===== config.mk =====
export PLATFORM = sky130hd
export DESIGN_NAME = tone_scheduler_flat
export DESIGN_NICKNAME = d
export VERILOG_FILES = /design/src/rtl/tone_scheduler_if.sv /design/src/rtl/tone_scheduler.sv /design/src/flat_wrapper.sv
export SDC_FILE = /design/constraint.sdc
export NUM_CORES = 1
export LEC_CHECK = 0
export CAP_MARGIN = 20
export CORE_MARGIN = 2
export CORE_UTILIZATION = 45
export DETAILED_ROUTE_END_ITERATION = 16
export GPL_TIMING_DRIVEN = 0
export HOLD_SLACK_MARGIN = 0.06
export PLACE_DENSITY = 0.69
export REMOVE_ABC_BUFFERS = 1
export SLEW_MARGIN = 20
export SYNTH_ARGS = -nofsm -noshare
export SYNTH_HDL_FRONTEND = slang
export SYNTH_SLANG_ARGS = --single-unit

===== constraint.sdc =====
create_clock -name CLK -period 2.69 [get_ports CLK]
set_input_delay 0.538 -clock CLK [delete_from_list [all_inputs] [get_ports CLK]]
set_output_delay 0.538 -clock CLK [all_outputs]
set_load 0.005 [all_outputs]

===== src/rtl/tone_scheduler_if.sv =====
// Request/response bundle between the game controller and the tone scheduler.
interface tone_scheduler_if;
  logic       COLOR_REQ;
  logic [1:0] COLOR;
  logic       EVT_REQ;
  logic [1:0] EVT;
  logic       MUTE;
  logic       SPK;
  logic       BUSY;
  logic       DONE;

  modport master (output COLOR_REQ, COLOR, EVT_REQ, EVT, MUTE,
                  input  SPK, BUSY, DONE);
  modport slave  (input  COLOR_REQ, COLOR, EVT_REQ, EVT, MUTE,
                  output SPK, BUSY, DONE);
endinterface


===== src/rtl/tone_scheduler.sv =====
// Piezo arbiter: color tones and 3-note event melodies with priority preemption,
// note/gap timing and a square-wave divider.
module tone_scheduler #(
  parameter logic [15:0] HP0      = 16'd4000,
  parameter logic [15:0] HP1      = 16'd3000,
  parameter logic [15:0] HP2      = 16'd2400,
  parameter logic [15:0] HP3      = 16'd2000,
  parameter logic [23:0] TONE_LEN = 24'd3000000,
  parameter logic [23:0] NOTE_LEN = 24'd1500000,
  parameter logic [23:0] GAP_LEN  = 24'd300000
) (
  input logic CLK,
  input logic RST_N,
  tone_scheduler_if.slave bus
);
  typedef enum logic [1:0] {IDLE, TONE, NOTE, GAP} state_t;

  state_t      state;
  logic [15:0] hp_cnt, hp_cur;
  logic [23:0] dur;
  logic [1:0]  evt_q, idx;
  logic        tog, done;

  function automatic logic [1:0] rom(input logic [1:0] e, input logic [1:0] i);
    logic [1:0] n;
    case ({e, i})
      4'b00_00: n = 2'd0; 4'b00_01: n = 2'd1; 4'b00_10: n = 2'd2;
      4'b01_00: n = 2'd2; 4'b01_01: n = 2'd3; 4'b01_10: n = 2'd3;
      4'b10_00: n = 2'd0; 4'b10_01: n = 2'd2; 4'b10_10: n = 2'd3;
      4'b11_00: n = 2'd3; 4'b11_01: n = 2'd1; 4'b11_10: n = 2'd0;
      default:  n = 2'd0;
    endcase
    return n;
  endfunction

  function automatic logic [15:0] hp_of(input logic [1:0] n);
    case (n)
      2'd0:    return HP0;
      2'd1:    return HP1;
      2'd2:    return HP2;
      default: return HP3;
    endcase
  endfunction

  logic [15:0] start_hp, next_hp;
  logic        evt_ok;

  assign start_hp = hp_of(rom(bus.EVT, 2'd0));
  assign next_hp  = hp_of(rom(evt_q, idx + 2'd1));
  // Events preempt tones always, and melodies only from an equal or higher class.
  assign evt_ok   = bus.EVT_REQ &&
                    (state == IDLE || state == TONE || bus.EVT[1] >= evt_q[1]);

  assign bus.SPK  = tog & ~bus.MUTE;
  assign bus.BUSY = (state != IDLE);
  assign bus.DONE = done;

  always_ff @(posedge CLK or negedge RST_N) begin
    if (!RST_N) begin
      state  <= IDLE;
      hp_cnt <= '0;
      hp_cur <= '0;
      dur    <= '0;
      evt_q  <= '0;
      idx    <= '0;
      tog    <= 1'b0;
      done   <= 1'b0;
    end else begin
      done <= 1'b0;
      if (evt_ok) begin
        state  <= NOTE;
        evt_q  <= bus.EVT;
        idx    <= 2'd0;
        hp_cur <= start_hp;
        hp_cnt <= start_hp - 16'd1;
        dur    <= NOTE_LEN - 24'd1;
        tog    <= 1'b0;
      end else begin
        case (state)
          IDLE: if (bus.COLOR_REQ) begin
            state  <= TONE;
            hp_cur <= hp_of(bus.COLOR);
            hp_cnt <= hp_of(bus.COLOR) - 16'd1;
            dur    <= TONE_LEN - 24'd1;
            tog    <= 1'b0;
          end
          TONE, NOTE: begin
            if (hp_cnt == '0) begin
              tog    <= ~tog;
              hp_cnt <= hp_cur - 16'd1;
            end else begin
              hp_cnt <= hp_cnt - 16'd1;
            end
            if (dur == '0) begin
              tog <= 1'b0;
              // The last note of a melody skips its trailing gap.
              if (state == TONE || idx == 2'd2) begin
                state <= IDLE;
                done  <= 1'b1;
              end else begin
                state <= GAP;
                dur   <= GAP_LEN - 24'd1;
              end
            end else begin
              dur <= dur - 24'd1;
            end
          end
          GAP: if (dur == '0) begin
            state  <= NOTE;
            idx    <= idx + 2'd1;
            hp_cur <= next_hp;
            hp_cnt <= next_hp - 16'd1;
            dur    <= NOTE_LEN - 24'd1;
          end else begin
            dur <= dur - 24'd1;
          end
          default: state <= IDLE;
        endcase
      end
    end
  end
endmodule


===== src/flat_wrapper.sv =====
// flat-port wrapper written by rule: the top's interface ports become plain ports
module tone_scheduler_flat 
#(
  parameter logic [15:0] HP0      = 16'd4000,
  parameter logic [15:0] HP1      = 16'd3000,
  parameter logic [15:0] HP2      = 16'd2400,
  parameter logic [15:0] HP3      = 16'd2000,
  parameter logic [23:0] TONE_LEN = 24'd3000000,
  parameter logic [23:0] NOTE_LEN = 24'd1500000,
  parameter logic [23:0] GAP_LEN  = 24'd300000
)
  (CLK, RST_N, bus_COLOR_REQ, bus_COLOR, bus_EVT_REQ, bus_EVT, bus_MUTE, bus_SPK, bus_BUSY, bus_DONE);
  tone_scheduler_if bus_i ();
  input logic CLK;
  input logic RST_N;
  input wire logic [$bits(bus_i.COLOR_REQ)-1:0] bus_COLOR_REQ;
  input wire logic [$bits(bus_i.COLOR)-1:0] bus_COLOR;
  input wire logic [$bits(bus_i.EVT_REQ)-1:0] bus_EVT_REQ;
  input wire logic [$bits(bus_i.EVT)-1:0] bus_EVT;
  input wire logic [$bits(bus_i.MUTE)-1:0] bus_MUTE;
  output wire logic [$bits(bus_i.SPK)-1:0] bus_SPK;
  output wire logic [$bits(bus_i.BUSY)-1:0] bus_BUSY;
  output wire logic [$bits(bus_i.DONE)-1:0] bus_DONE;
  assign bus_i.COLOR_REQ = bus_COLOR_REQ;
  assign bus_i.COLOR = bus_COLOR;
  assign bus_i.EVT_REQ = bus_EVT_REQ;
  assign bus_i.EVT = bus_EVT;
  assign bus_i.MUTE = bus_MUTE;
  assign bus_SPK = bus_i.SPK;
  assign bus_BUSY = bus_i.BUSY;
  assign bus_DONE = bus_i.DONE;
  tone_scheduler #(.HP0(HP0), .HP1(HP1), .HP2(HP2), .HP3(HP3), .TONE_LEN(TONE_LEN), .NOTE_LEN(NOTE_LEN), .GAP_LEN(GAP_LEN)) u_core (.CLK(CLK), .RST_N(RST_N), .bus(bus_i));
endmodule

==> impl_metrics.py <==
metrics = {
    "timing": {
        "fin_ws_ps": 95.11,
        "finalCritPeriodShare_pct": 96.46,
        "tightestPinTransition_ps": 776.6,
        "whs_ps": 258.0,
        "maxSlewViolCount": 0,
        "slew_headroom_pct": 47.83,
        "clock.fmax_mhz": 385.4,
        "setup_violations": 0,
        "period_needed_ps": 2595,
        "fin_skew_ps": 5.805,
        "finalHoldViolations": 0,
    },
    "setup_path": {
        "slowest_stage": "or4b_4",
        "crit_top_cell": "o21ai_4",
        "path_class": "input port to flop",
        "cp-end-kind": "flop",
        "r2r_slack_ps": 100,
        "max_stage_delay_ps": 560,
        "cp-start-kind": "input port",
        "path_cells": "clkdlybuf4s50_1 > or4b_4 > and2_4 > o21ai_4 > o21ai_4 > buf_12 > buf_4 > and3_1 > a22o_1",
        "worstPathArrival_ps": 2800,
        "cp.required_ps": 2900,
        "crit_fanout": 14,
    },
    "yosys": {
        "synthDistinctLibCells": 79,
        "synth_top_cell_by_area": "dfrtp_1",
        "synthCells": 501,
        "syn_area_um2": 4227,
        "synthArstFlopShare_pct": 100.0,
        "synth-main-ff-cell": "dfrtp_1",
        "ys_seq_area_share_pct": 32.56,
        "synth.top_cell.area_share_pct": 32.56,
        "ys_warn_count": 0,
        "synth_seq_cells": 55,
        "synth_edf_count": 0,
        "synthTopCellsByArea": "dfrtp_1 (33%), ha_1 (5.9%), a21oi_1 (5.4%), nor2_1 (4.3%), nand2_1 (3.8%)",
        "synth_area_per_cell_um2": 8.436,
    },
    "global_routing": {
        "gr-total-overflow": 0,
        "grt_usage_pct": 22.09,
        "grt_pass1_wl_mm": 18.27,
        "grt_antenna_before_repair": 0,
        "first_global_vias": 3632,
        "grt_max_degree": 56,
    },
    "place": {
        "placed_area_um2": 4329,
        "dp.final_hpwl_mm": 7.776,
        "gp_congestion": 0.9006,
        "portBuffers": 11,
        "pre_cts_slack_ps": -709.0,
    },
    "clock_network": {
        "cts_root_buf": "clkbuf_8",
        "clkSinkCount": 55,
        "clock_latency_ps": 310,
        "cts_tree": "built",
        "numCtsBuffers": 5,
        "cts.path.max_buffers": 2,
        "hold_buffers": 0,
        "clkSlewWorstSetupHoldPaths_ps": 110,
        "htreeDepth": 2,
    },
    "pwr": {
        "total_power_mw": 4.309,
        "peakVddDrop_uv": 485.9,
        "cellPowerDensity_nw_per_um2": 919.1,
        "power.leakage_nw": 1.865,
    },
    "drt": {
        "viasPerCell": 6.430,
        "finalWirelength_mm": 11.15,
        "firstDrtPassIters": 6,
        "drt_iter0_drc": 294,
        "vias": 4019,
        "wire_per_inst_um": 17.84,
        "detail-route-antenna-nets": 0,
        "drc": 0,
    },
    "hold_path": {
        "hold_class": "input port to asynchronous set/reset pin",
    },
    "layout": {
        "fill_cells": 854,
        "fin_nets": 542,
        "drive_above_1_share_pct": 14.40,
        "layout_commonest_cell": "dfrtp_1",
        "final_cell_mix": "dfrtp_1 (55), a21oi_1 (45), nor2_1 (45), nand2_1 (40), nor3_1 (27)",
        "design_area_um2": 4688,
        "diodes": 0,
        "area_growth_pct": 10.92,
    },
    "die": {
        "initial_core_util_pct": 45.96,
        "row_count": 35,
        "core_area_um2": 9196,
        "die_area_um2": 10180,
        "die_w_um": 100.9,
        "top_level_ports": 12,
        "chipHeight_um": 100.9,
    },
    "run_status": {
        "status": "finished clean",
    },
    "job": {
        "drv_cap": 0,
    },
}
cell type report:
| type | instances | area (um2) | area share [%] |
|---|---|---|---|
| Multi-Input combinational cell | 396 | 2709 | 57.78 |
| Sequential cell | 55 | 1376 | 29.36 |
| Timing Repair Buffer | 29 | 267.8 | 5.711 |
| Tap cell | 111 | 138.9 | 2.962 |
| Inverter | 26 | 97.59 | 2.082 |
| Clock buffer | 6 | 82.58 | 1.761 |
| Clock inverter | 2 | 16.27 | 0.3469 |
report_power, final:
| part | switching (mW) | internal (mW) | leakage, nW |
|---|---|---|---|
| logic | 1.31 | 0.950 | 1.16 |
| clock network | 0.300 | 0.211 | 0.0474 |
| registers | 0.428 | 1.11 | 0.660 |
worst paths after layout:
check | start | end | depth (start not counted)
worst max-delay path | bus_EVT[1] | u_core.hp_cnt[5] | 9
worst min register to register | u_core.hp_cnt[14] | u_core.hp_cnt[14] | 1
max in group asynchronous | RST_N | u_core.hp_cnt[6] | 1
worst min-delay path | RST_N | u_core.dur[0] | 1
min in group CLK | u_core.hp_cnt[14] | u_core.hp_cnt[14] | 1
worst max register to register | u_core.state[1] | u_core.hp_cnt[5] | 10
sequential cells by signal, indices dropped and copies added, names as in the netlist:
signal,flops
u_core.hp_cur,7
u_core.state,2
u_core.idx,2
u_core.bus.DONE,1
u_core.evt_q,2
u_core.hp_cnt,16
u_core.dur,24
u_core.tog,1
layer usage:
| layer | GRT usage (%) | up-vias | part of all wire [%] |
|---|---|---|---|
| li1 | - | 1908 | - |
| met1 | 32.74 | 1936 | 47 |
| met2 | 34.51 | 165 | 46 |
| met3 | 2.774 | 10 | 6.7 |
| met4 | 4.886 | 0 | 0.90 |
| met5 | 0 | - | 0 |
logic make-up after synthesis:
family                   count (synthesis)  share of synthesized area (%)
AO/OA/AOI/OAI                          170                          28.48
XOR/XNOR                                 6                          1.243
adder cells (fa/ha/maj)                 20                          5.921
buffers and inverters                   50                          5.713
flip-flops                              55                          32.56
multiplexers                             6                          1.451
AND/OR/NAND/NOR                        194                          24.63
per-stage QoR:
| step | setup TNS (ps) | instances | utilization, % |
|---|---|---|---|
| 6_report | 0 | 625 | 50.98 |
| 5_1_grt | -9.664 | 625 | 50.98 |
| 4_1_cts | 0 | 612 | 49.14 |
| 3_5_place_dp | -17790 | 599 | 47.07 |
| 3_3_place_gp | -55590 | 599 | 47.10 |
| 2_1_floorplan | 0 | 477 | - |
synthesized netlist by cell type, types with 3 or more instances:
master    count
buf_6         3
or3_1         7
nor4b_1       3
o21a_1        3
a311oi_1      5
a211oi_1      3
nor3_1       29
o22ai_1       6
buf_4         3
nand2b_1      6
a21oi_1      46
nand4_1       6
o21ai_0      25
mux2i_1       5
xnor2_1       4
nor2_1       48
or4_1         4
o22a_1       14
o31ai_1       4
a21o_1        3
nand3_1      12
dfrtp_1      55
a31oi_1      15
ha_1         20
nor4_1        5
nand2_1      43
clkbuf_1     10
a211o_1       3
and3_1        4
inv_1        25
o211ai_1      5
buf_2         7
and2_1        4
o21ai_4       3
what timing repair did:
item                                    4_1_cts  5_1_grt
setup buffers                                 5       13
endpoints found under the setup margin       41       30
gates resized for setup                      10       14
pin swaps                                     1        7
critical path: cells and delay by family:
kind | cells | cell delay (ps)
buffers and inverters | 3 | 800
AOI/OAI and AO/OA | 3 | 500
and+or+nand+nor | 3 | 970
Note: power is estimated with default switching activity, not from simulation.
